**src/rtl/axis_pkt_pkg.sv**
```systemverilog
// Shared types and constants for the AXI-Stream packet generator.
// The LFSR step below implements taps 16,14,13,11 in right-shifting Fibonacci form.
package axis_pkt_pkg;

  typedef enum logic [1:0] {
    StIdle,
    StSend,
    StGap
  } state_e;

  localparam int unsigned PKT_ID_WIDTH = 8;
  localparam logic [15:0] LFSR_DEFAULT_SEED = 16'hACE1;

  function automatic logic [15:0] lfsr_next(input logic [15:0] s);
    logic fb;
    fb = s[0] ^ s[2] ^ s[3] ^ s[5];
    return {fb, s[15:1]};
  endfunction

endpackage

```
**src/rtl/axis_lfsr16.sv**
```systemverilog
// Seedable 16-bit Fibonacci LFSR that advances one step per cycle with en high.
// A zero seed is replaced by the package default so the register never locks up.
module axis_lfsr16
  import axis_pkt_pkg::*;
(
  input  logic        clk,
  input  logic        rst,
  input  logic [15:0] seed,
  input  logic        en,
  output logic [15:0] value
);

  logic [15:0] lfsr_q, lfsr_d;

  always_comb begin
    lfsr_d = lfsr_q;
    if (en) begin
      lfsr_d = lfsr_next(lfsr_q);
    end
  end

  always_ff @(posedge clk) begin
    if (rst) begin
      lfsr_q <= (seed == 16'h0000) ? LFSR_DEFAULT_SEED : seed;
    end else begin
      lfsr_q <= lfsr_d;
    end
  end

  assign value = lfsr_q;

endmodule

```
**src/rtl/axis_pkt_gen.sv**
```systemverilog
// AXI-Stream packet generator: emits cfg_len beats tagged {pkt_id, beat index} with idle gaps.
// Define AXIS_PKT_GEN_RAND_STALL_EN to allow LFSR-driven random gaps (cfg_rand, cfg_seed).
module axis_pkt_gen
  import axis_pkt_pkg::*;
#(
  parameter int unsigned TDATA_WIDTH = 32,
  parameter int unsigned TDEST_WIDTH = 4,
  parameter int unsigned LEN_WIDTH   = 8,
  parameter int unsigned GAP_WIDTH   = 4
) (
  input  logic                   clk,
  input  logic                   rst,
  input  logic                   start,
  input  logic [LEN_WIDTH-1:0]   cfg_len,
  input  logic [TDEST_WIDTH-1:0] cfg_dest,
  input  logic [GAP_WIDTH-1:0]   cfg_gap,
  input  logic                   cfg_rand,
  input  logic [15:0]            cfg_seed,
  output logic                   busy,
  output logic                   done,
  output logic [TDATA_WIDTH-1:0] m_axis_tdata,
  output logic [TDEST_WIDTH-1:0] m_axis_tdest,
  output logic                   m_axis_tlast,
  output logic                   m_axis_tvalid,
  input  logic                   m_axis_tready
);

  localparam int unsigned BeatW = TDATA_WIDTH - PKT_ID_WIDTH;

  state_e                  state_q, state_d;
  logic [LEN_WIDTH-1:0]    len_q, len_d;
  logic [LEN_WIDTH-1:0]    beat_q, beat_d;
  logic [TDEST_WIDTH-1:0]  dest_q, dest_d;
  logic [GAP_WIDTH-1:0]    gap_q, gap_d;
  logic [GAP_WIDTH-1:0]    gap_cnt_q, gap_cnt_d;
  logic [PKT_ID_WIDTH-1:0] pkt_id_q, pkt_id_d;
  logic                    done_q, done_d;
  logic                    accept;
  logic                    last_beat;
  logic                    start_ok;
  logic [GAP_WIDTH-1:0]    gap_sel;
  logic [BeatW-1:0]        beat_ext;

  assign start_ok  = (state_q == StIdle) && start && (cfg_len != '0);
  assign accept    = (state_q == StSend) && m_axis_tready;
  assign last_beat = (beat_q == len_q - LEN_WIDTH'(1));

`ifdef AXIS_PKT_GEN_RAND_STALL_EN
  logic        rand_q, rand_d;
  logic [15:0] lfsr_value;
  logic        unused_lfsr;

  axis_lfsr16 u_lfsr (
    .clk   (clk),
    .rst   (rst),
    .seed  (cfg_seed),
    .en    (accept),
    .value (lfsr_value)
  );

  assign unused_lfsr = ^lfsr_value;
  assign rand_d      = start_ok ? cfg_rand : rand_q;

  always_ff @(posedge clk) begin
    if (rst) begin
      rand_q <= 1'b0;
    end else begin
      rand_q <= rand_d;
    end
  end

  // Gap comes from the LFSR value present in the accepting cycle, before it advances.
  assign gap_sel = rand_q ? lfsr_value[GAP_WIDTH-1:0] : gap_q;
`else
  logic unused_cfg;
  assign unused_cfg = ^{cfg_rand, cfg_seed};
  assign gap_sel    = gap_q;
`endif

  always_comb begin
    state_d   = state_q;
    len_d     = len_q;
    beat_d    = beat_q;
    dest_d    = dest_q;
    gap_d     = gap_q;
    gap_cnt_d = gap_cnt_q;
    pkt_id_d  = pkt_id_q;
    done_d    = 1'b0;
    unique case (state_q)
      StIdle: begin
        if (start_ok) begin
          len_d   = cfg_len;
          dest_d  = cfg_dest;
          gap_d   = cfg_gap;
          beat_d  = '0;
          state_d = StSend;
        end
      end
      StSend: begin
        if (accept) begin
          if (last_beat) begin
            state_d  = StIdle;
            done_d   = 1'b1;
            pkt_id_d = pkt_id_q + PKT_ID_WIDTH'(1);
          end else begin
            beat_d = beat_q + LEN_WIDTH'(1);
            if (gap_sel != '0) begin
              gap_cnt_d = gap_sel - GAP_WIDTH'(1);
              state_d   = StGap;
            end
          end
        end
      end
      StGap: begin
        if (gap_cnt_q == '0) begin
          state_d = StSend;
        end else begin
          gap_cnt_d = gap_cnt_q - GAP_WIDTH'(1);
        end
      end
      default: state_d = StIdle;
    endcase
  end

  always_ff @(posedge clk) begin
    if (rst) begin
      state_q   <= StIdle;
      len_q     <= '0;
      beat_q    <= '0;
      dest_q    <= '0;
      gap_q     <= '0;
      gap_cnt_q <= '0;
      pkt_id_q  <= '0;
      done_q    <= 1'b0;
    end else begin
      state_q   <= state_d;
      len_q     <= len_d;
      beat_q    <= beat_d;
      dest_q    <= dest_d;
      gap_q     <= gap_d;
      gap_cnt_q <= gap_cnt_d;
      pkt_id_q  <= pkt_id_d;
      done_q    <= done_d;
    end
  end

  // All stream outputs derive from registered state, so they hold while stalled.
  assign beat_ext      = BeatW'(beat_q);
  assign m_axis_tvalid = (state_q == StSend);
  assign m_axis_tlast  = (state_q == StSend) && last_beat;
  assign m_axis_tdata  = {pkt_id_q, beat_ext};
  assign m_axis_tdest  = dest_q;
  assign busy          = (state_q != StIdle);
  assign done          = done_q;

endmodule

```
**config.mk**
```make
export PLATFORM = sky130hd
export DESIGN_NAME = axis_pkt_gen
export DESIGN_NICKNAME = d
export VERILOG_FILES = /design/src/rtl/axis_pkt_pkg.sv /design/src/rtl/axis_lfsr16.sv /design/src/rtl/axis_pkt_gen.sv
export SDC_FILE = /design/constraint.sdc
export NUM_CORES = 1
export LEC_CHECK = 0
export CAP_MARGIN = 20
export CORE_ASPECT_RATIO = 0.5
export CORE_MARGIN = 2
export CORE_UTILIZATION = 45
export DETAILED_ROUTE_END_ITERATION = 10
export GPL_TIMING_DRIVEN = 0
export PLACE_DENSITY = 0.8
export SYNTH_ARGS = -nofsm -noshare
export SYNTH_HDL_FRONTEND = slang
export SYNTH_SLANG_ARGS = --single-unit
```
**constraint.sdc**
```tcl
create_clock -name clk -period 2.91 [get_ports clk]
set_input_delay 0.291 -clock clk [delete_from_list [all_inputs] [get_ports clk]]
set_output_delay 0.291 -clock clk [all_outputs]
set_load 0.02 [all_outputs]
```
==> results of run 1 <==
-- worst max-delay path by stage --
| stage | startpoint | end | slack [ns] | cells after the start |
|---|---|---|---|---|
| finish | len_q[0] | pkt_id_q[4] | 0.18 | 9 |
| global route | state_q[1] | gap_q[0] | 0.02 | 6 |
| CTS | len_q[1] | m_axis_tlast | 0.05 | 8 |
| detailed placement | len_q[0] | m_axis_tlast | -0.16 | 8 |
| global placement | len_q[0] | m_axis_tlast | -0.08 | 8 |
| floorplan | len_q[0] | pkt_id_q[4] | 0.35 | 8 |
-- cells in the final DEF (no fill, tap or decap), drive strengths merged, types with 2 or more instances in the layout --
| cell type | count |
|---|---|
| nor3b | 2 |
| conb | 16 |
| o31ai | 6 |
| dfxtp | 39 |
| o41ai | 3 |
| xor2 | 8 |
| nor2 | 14 |
| ha | 4 |
| buf | 19 |
| o211ai | 3 |
| or4 | 7 |
| inv | 10 |
| a211oi | 3 |
| o311ai | 3 |
| clkbuf | 14 |
| nand2 | 40 |
| nor3 | 7 |
| nand3 | 7 |
| and4 | 2 |
| mux2i | 5 |
| o21ai | 8 |
| or3 | 9 |
| nor4 | 2 |
| xnor2 | 5 |
| nand3b | 2 |
| a21oi | 28 |
| or2 | 4 |
| clkdlybuf4s50 | 42 |
| o2111ai | 3 |
| nand2b | 4 |
-- power groups by stage --
stage	Combinational [mW]	Clock, mW	Sequential [mW]
after CTS	0.295	0.477	0.589
after global placement	0.283	0	0.599
after floorplan	0.203	0	0.598
final	0.299	0.469	0.590
after global routing	0.332	0.499	0.593
after detailed placement	0.292	0	0.601
-- cells by family (layout without fill, tap and decap cells) --
| family | count (synthesis) | in the layout |
|---|---|---|
| other | 1 | 16 |
| XOR/XNOR | 13 | 13 |
| AND/OR/NAND/NOR | 105 | 105 |
| flip-flops | 39 | 39 |
| multiplexers | 6 | 6 |
| adder cells (fa/ha/maj) | 4 | 4 |
| AO/OA/AOI/OAI | 66 | 66 |
| buffers and inverters | 35 | 87 |
-- sequential cells by signal, summed over array words and instances (netlist names) --
register / cells
gap_q: 4
state_q: 2
done: 1
len_q: 8
pkt_id_q: 8
m_axis_tdest: 4
beat_q: 8
gap_cnt_q: 4
-- layout make-up --
| class | count | area (µm²) | share of cell area [%] |
|---|---|---|---|
| Multi-Input combinational cell | 210 | 1290 | 44.4 |
| Sequential cell | 39 | 783 | 27.0 |
| Timing Repair Buffer | 44 | 433 | 14.9 |
| Buffer | 25 | 156 | 5.40 |
| Clock buffer | 6 | 82.6 | 2.85 |
| Tap cell | 66 | 82.6 | 2.85 |
| Inverter | 10 | 37.5 | 1.30 |
| Clock inverter | 2 | 35.0 | 1.21 |
-- stage by stage --
stage               std cells  setup slack [ns]  area [µm²]  utilization [%]  total power [mW]
finish                    402             0.181        2900             63.9              1.36
global route              402            0.0167        2900             63.9              1.42
CTS                       402            0.0470        2890             63.8              1.36
detailed placement        393            -0.161        2760             61.0             0.893
global placement          393           -0.0810        2760             61.0             0.883
floorplan                 284             0.355        2250                -             0.801
-- repair_timing --
item                       CTS  global route
setup endpoints to repair    1             3
gates resized for setup      3             4
pin swaps                    1             0
buffers inserted             1             0
-- worst max-delay path: stages (launching register included) --
cell,delay (ns)
sky130_fd_sc_hd__dfxtp_2,0.38
sky130_fd_sc_hd__inv_1,0.06
sky130_fd_sc_hd__ha_1,0.27
sky130_fd_sc_hd__o21ba_1,0.20
sky130_fd_sc_hd__a221oi_2,0.29
sky130_fd_sc_hd__o2111ai_2,0.15
sky130_fd_sc_hd__buf_4,0.19
sky130_fd_sc_hd__or4_4,0.54
sky130_fd_sc_hd__or4_1,0.42
sky130_fd_sc_hd__a21oi_1,0.15
-- layer usage --
layer / global-route usage [%] / routed length (µm)
met5: 0 / 0
met1: 26.6 / 2420
met2: 33.6 / 2440
met4: 8.77 / 103
met3: 5.42 / 433
==> flow_summary.rst, run 1 <==
.. list-table::
   :header-rows: 1

   * - Metric
     - Value
   * - Status
     - complete, no violations
   * - Total gr overflow
     - 0
   * - Gate Count Post-Synth
     - 269
   * - Most frequent cell after synthesis
     - sky130_fd_sc_hd__nand2_1
   * - Post-route clock skew
     - 0.00876 ns
   * - Die Ht
     - 53.4 µm
   * - Period minus WS final
     - 2.73 ns
   * - Detailed-route wire length per cell
     - 13.4 µm
   * - First-pass iteration count of the detailed router
     - 4
   * - Area added between synthesis and finish
     - 32.1%
   * - CTS tree
     - yes
   * - Count of clock tree sinks
     - 39
   * - Number of global-route vias before repair
     - 1908
   * - Fraction of the mapped netlist area in adder cells
     - 2.28%
   * - Number of antenna violations at the first check in global routing
     - 0
   * - Startpoint of the lowest-slack hold path
     - m_axis_tdest[0]
   * - CP arrival
     - 2.95 ns
   * - Antenna diode instance count
     - 0
   * - CTS Buf Count
     - 5
   * - Share of the synthesized area in the top cell type
     - 35.6%
   * - Dpl hpwl
     - 4090 µm
   * - Reg2Reg Launch Point
     - len_q[0]
   * - Filler Cell Count
     - 397
   * - Hold Path Class
     - reg -> reg
   * - Crit Path Class
     - reg -> reg
   * - Layout Nets
     - 376
   * - Setup TNS
     - 0 ns
   * - Number of placement rows
     - 17
   * - H-tree Lvls
     - 2
   * - Timing-limited maximum frequency
     - 366 MHz
   * - Max-Slew Margin vs Limit
     - 29.8%
   * - Quantity of hold-fixing buffers added after cts
     - 0
   * - Simple-gate share of the synthesized area
     - 24.4%
   * - Kind of end point of the critical path
     - register
   * - All-layer global routing usage
     - 20.8%
   * - Global-route wire length before repair
     - 8630 µm
   * - Ys flop type
     - sky130_fd_sc_hd__dfxtp_1
   * - Number of failing hold endpoints at the final stage
     - 0
   * - Mean area per synthesized cell
     - 8.15 µm²
   * - Power dissipated by switching net loads
     - 0.387 mW
   * - Main combinational cell family by area after synthesis
     - simple AND/OR/NAND/NOR gates
   * - Required time worst endpoint
     - 3.14 ns
   * - Reg2reg setup slack
     - 0.18 ns
   * - Leakage power summed over all cells
     - 1.09 nW
   * - Global placer's final weighted congestion
     - 0.846
   * - Share of synthesized flip-flops with an asynchronous set or reset
     - 0%
   * - Xor-xnor portion of the synthesized cell area
     - 5.19%
   * - Cell taking the most area after synthesis
     - sky130_fd_sc_hd__dfxtp_1
   * - Layout cells sized above 1
     - 12.8%
   * - Crit-path max FO
     - 6
   * - Internal power of the cells
     - 0.971 mW
   * - Switching share of total power
     - 28.5%
   * - Mean number of vias per cell
     - 5.37
   * - Relative contribution of sequential cells to total power
     - 43.4%
   * - Via count
     - 2157
   * - Clock network fraction of total power
     - 34.5%
   * - Number of ports placed on the die boundary
     - 77
   * - Hold Path Sink
     - m_axis_tdest[0]
   * - Starting density of the core
     - 48.4%
   * - Number of setup violations in the final report
     - 0
   * - Violation count after the first detailed-routing iteration
     - 95
   * - Routed Antenna Nets
     - 0
   * - Post-route clock period utilization
     - 93.8%
   * - Number of distinct library cells after synthesis
     - 51
   * - Clock transition at the registers of the reported paths
     - 0.08 ns
   * - Netlist area before placement
     - 2190 µm²
   * - Type of origin of the critical path
     - register
   * - Setup repair after global routing missed its margin
     - false
   * - Maximum buffer depth of the clock tree
     - 2
   * - Share of the yosys chip area belonging to registers
     - 35.6%
   * - Post-synthesis mux area share
     - 2.80%
   * - Insertion delay of the later-clocked pin in the worst-skew pair
     - 0.29 ns
   * - Peak supply drop
     - 0.235 mV
   * - Die Area
     - 5480 µm²
   * - Commonest cells post-synth
     - sky130_fd_sc_hd__nand2_1, sky130_fd_sc_hd__dfxtp_1, sky130_fd_sc_hd__a21oi_1, sky130_fd_sc_hd__buf_4, sky130_fd_sc_hd__nor2_1
   * - Pins over their slew limit
     - 0
   * - Reg-to-Reg End
     - pkt_id_q[4]
   * - Flops & latches, synth
     - 39
   * - Drt drc
     - 0
   * - Share of power burned in combinational logic
     - 22.0%
   * - Number of warnings issued by yosys
     - 0
   * - Hold_ws
     - 0.457 ns
   * - Root buffer cell
     - sky130_fd_sc_hd__clkbuf_8
   * - Maximum number of pins on one net before global-route repair
     - 13
   * - Final wirelength
     - 5400 µm
   * - Depth of the worst register-to-register path
     - 9
   * - Synth Area in Compound Gates
     - 20.7%
   * - Top area cells in the synthesized netlist
     - sky130_fd_sc_hd__dfxtp_1, sky130_fd_sc_hd__nand2_1, sky130_fd_sc_hd__a21oi_1
   * - Width of the chip
     - 103 µm
   * - Hold Crit Depth
     - 2
   * - Number of port buffers
     - 43
   * - Reported max-cap violation count
     - 0
   * - Slew at the pin closest to its max-slew limit
     - 1.05 ns
   * - Power density over cell area
     - 469 nW/µm²
   * - Number of synthesized flops with an enable pin
     - 0
   * - Area of the core
     - 4530 µm²
(Power assumes the default switching activity.)
==> inputs of run 2 (changes only) <==
--- a/config.mk
+++ b/config.mk
@@ -8,10 +8,11 @@
 export CAP_MARGIN = 20
 export CORE_ASPECT_RATIO = 0.5
 export CORE_MARGIN = 2
-export CORE_UTILIZATION = 45
+export CORE_UTILIZATION = 41
 export DETAILED_ROUTE_END_ITERATION = 10
 export GPL_TIMING_DRIVEN = 0
-export PLACE_DENSITY = 0.8
+export PLACE_DENSITY = 0.74
+export SKIP_LAST_GASP = 1
 export SYNTH_ARGS = -nofsm -noshare
 export SYNTH_HDL_FRONTEND = slang
 export SYNTH_SLANG_ARGS = --single-unit
==> run 2 against run 1 <==
- worst hold slack better by 0.0011 ns
- fmax up 0.20%
- design area down 1.1%
- sequential power about the same
- count of clock-buffer cells in the layout up 1
- utilization down 7.2 points
- routed wire length up 0.63%
- non-clock buffer count unchanged
- critical path depth unchanged
- flip-flop and latch count unchanged
- critical path type unchanged
- largest cell class unchanged
- highest routed layer unchanged
==> flow_summary.rst, run 2 (same netlist as run 1, synthesis figures left out) <==
.. list-table::
   :header-rows: 1

   * - Metric
     - Value
   * - Status
     - complete, no violations
   * - Routed Antenna Nets
     - 0
   * - Slew at the pin closest to its max-slew limit
     - 0.959 ns
   * - Reg2Reg Launch Point
     - len_q[1]
   * - Starting density of the core
     - 43.5%
   * - Post-layout total power
     - 1.24 mW
   * - Power density over cell area
     - 434 nW/µm²
   * - Startpoint of the lowest-slack hold path
     - m_axis_tdest[3]
   * - All-layer global routing usage
     - 18.5%
   * - Hold Path Sink
     - m_axis_tdest[3]
   * - Detailed-route wire length per cell
     - 13.4 µm
   * - Required time worst endpoint
     - 3.13 ns
   * - Instance count after placement with tap cells included
     - 397
   * - Timing-limited maximum frequency
     - 367 MHz
   * - Die Ht
     - 55.7 µm
   * - Reported max-cap violation count
     - 0
   * - CP arrival
     - 2.94 ns
   * - Dpl hpwl
     - 4050 µm
   * - Reg-to-Reg End
     - pkt_id_q[6]
   * - Filler-free cell count of the finished design
     - 406
   * - Leakage power summed over all cells
     - 1.07 nW
   * - Highest-delay cell along the critical path
     - sky130_fd_sc_hd__or4_4
   * - Worst setup slack before clock tree synthesis
     - -0.116 ns
   * - Number of global-route vias before repair
     - 1885
   * - Buf/Inv on CP
     - 2
   * - Post-route clock skew
     - 0.00788 ns
   * - Count of clock tree sinks
     - 39
   * - Insertion delay of the later-clocked pin in the worst-skew pair
     - 0.29 ns
   * - Period minus WS final
     - 2.72 ns
   * - Crit-path max FO
     - 6
   * - Depth of the worst register-to-register path
     - 9
   * - Max-Slew Margin vs Limit
     - 35.6%
   * - Via count
     - 2123
   * - Number of setup violations in the final report
     - 0
   * - Most frequent cells in the layout
     - sky130_fd_sc_hd__clkdlybuf4s50_1, sky130_fd_sc_hd__nand2_1, sky130_fd_sc_hd__dfxtp_1
   * - Most congested layer reported by global routing
     - met2
   * - Number of placement rows
     - 18
   * - First-pass iteration count of the detailed router
     - 4
   * - Area of the core
     - 5040 µm²
   * - Drt drc
     - 0
   * - Met3 layer usage reported by global route
     - 3.86%
   * - Leading cell type in the layout, fill and taps excluded
     - sky130_fd_sc_hd__clkdlybuf4s50_1
   * - Post-route cell area
     - 2860 µm²
   * - Reg2reg setup slack
     - 0.19 ns
   * - Hold Crit Depth
     - 2
   * - Layout Nets
     - 376
   * - Layout cells sized above 1
     - 11.9%
   * - Number of port buffers
     - 43
   * - Post-route clock period utilization
     - 93.6%
   * - Worst stage delay on the critical path
     - 0.55 ns
   * - Maximum number of pins on one net before global-route repair
     - 12
   * - Final setup slack of the worst path
     - 0.187 ns
   * - Grt met1 use
     - 24.7%
   * - Hold Path Class
     - reg -> reg
   * - Global placer's final weighted congestion
     - 0.805
   * - Final wirelength
     - 5430 µm
   * - Kind of end point of the critical path
     - register
   * - Number of ports placed on the die boundary
     - 77
   * - Number of failing hold endpoints at the final stage
     - 0
   * - Biggest regs
     - beat_q: 8 flops, len_q: 8 flops, pkt_id_q: 8 flops
   * - Series of cell instances along the critical path
     - inv_1 > ha_1 > o21ba_1 > a221oi_2 > o2111ai_2 > buf_4 > or4_4 > or4_1 > a21oi_1
   * - Clock transition at the registers of the reported paths
     - 0.08 ns
   * - Total gr overflow
     - 0
   * - Antenna diode instance count
     - 0
   * - Crit Path Class
     - reg -> reg
   * - CTS tree
     - yes
   * - Placed Area
     - 2770 µm²
   * - Number of antenna violations at the first check in global routing
     - 0
   * - Met2 usage in global routing
     - 29.9%
   * - Maximum buffer depth of the clock tree
     - 2
   * - Setup repair after global routing missed its margin
     - false
   * - Peak supply drop
     - 0.246 mV
   * - Violation count after the first detailed-routing iteration
     - 78
   * - H-tree Lvls
     - 2
   * - Global-route wire length before repair
     - 8870 µm
   * - Width of the chip
     - 107 µm
   * - Pins over their slew limit
     - 0
   * - Area added between synthesis and finish
     - 30.6%
   * - Root buffer cell
     - sky130_fd_sc_hd__clkbuf_8
   * - Die Area
     - 5990 µm²
   * - Worst path top cell family by delay
     - simple AND/OR/NAND/NOR gates
   * - CTS Buf Count
     - 5
   * - Type of origin of the critical path
     - register
   * - Mean number of vias per cell
     - 5.23
[run 2: cell count changes in the layout (fill, tap and decap cells not counted), sizes merged]
| cell | change |
|---|---|
| clkbuf | +1 |
| bufinv | -1 |
[run 2: report_power, final]
| group | internal (mW) | leakage [nW] | total (mW) | switching (mW) |
|---|---|---|---|---|
| combinational | 0.133 | 0.711 | 0.298 | 0.165 |
| sequential | 0.560 | 0.318 | 0.589 | 0.0294 |
| clock | 0.168 | 0.0422 | 0.356 | 0.188 |
| total | 0.861 | 1.07 | 1.24 | 0.382 |
[run 2: worst register-to-register path: cells and delay by family (launching register included)]
family	cells	cell delay, ns
adders and majority gates	1	0.25
buffers and inverters	2	0.25
AOI/OAI and AO/OA	4	0.78
and+or+nand+nor	2	0.97
DFF	1	0.40
[run 2: worst max-delay path by stage]
stage | start | to | slack (ns) | depth (start not counted)
final | len_q[1] | pkt_id_q[6] | 0.19 | 9
after global routing | len_q[1] | pkt_id_q[6] | 0.04 | 9
after CTS | len_q[0] | m_axis_tlast | 0.05 | 8
after detailed placement | len_q[0] | m_axis_tlast | -0.12 | 8
after global placement | len_q[0] | m_axis_tlast | -0.09 | 8
after floorplan | len_q[0] | pkt_id_q[4] | 0.35 | 8
[run 2: metal layers]
| layer | share of wire [%] | vias to the layer above |
|---|---|---|
| li1 | - | 1070 |
| met1 | 47 | 981 |
| met2 | 46 | 65 |
| met3 | 5.6 | 7 |
| met4 | 1.2 | 0 |
| met5 | 0 | - |
[run 2: stage by stage]
step | util, % | hold slack [ns] | TNS [ns]
finish | 56.8 | 0.459 | 0
global route | 56.8 | 0.495 | 0
CTS | 56.7 | 0.463 | 0
detailed placement | 54.9 | 0.451 | -0.116
global placement | 54.9 | 0.444 | -0.0876
floorplan | - | 0.427 | 0
[run 2: final cells by class]
class | count | area [µm²]
Timing Repair Buffer | 44 | 433
Tap cell | 70 | 87.6
Buffer | 25 | 156
Clock buffer | 7 | 76.3
Fill cell | 457 | 2180
Clock inverter | 1 | 5.00
Inverter | 10 | 37.5
Multi-Input combinational cell | 210 | 1290
Sequential cell | 39 | 782
[run 2: timing repair]
item                       in CTS  in global routing
setup buffers                   1                  0
pin swaps                       1                  0
setup endpoints to repair       1                  5
hold buffers                    0                  0
resized for setup               2                  4
gates cloned                    0                  0
==> inputs of run 3 (changes only) <==
--- a/config.mk
+++ b/config.mk
@@ -5,7 +5,6 @@
 export SDC_FILE = /design/constraint.sdc
 export NUM_CORES = 1
 export LEC_CHECK = 0
-export CAP_MARGIN = 20
 export CORE_ASPECT_RATIO = 0.5
 export CORE_MARGIN = 2
 export CORE_UTILIZATION = 41
==> results of run 3 <==
No change in the layout: final DEF, timing and power equal those of run 2.
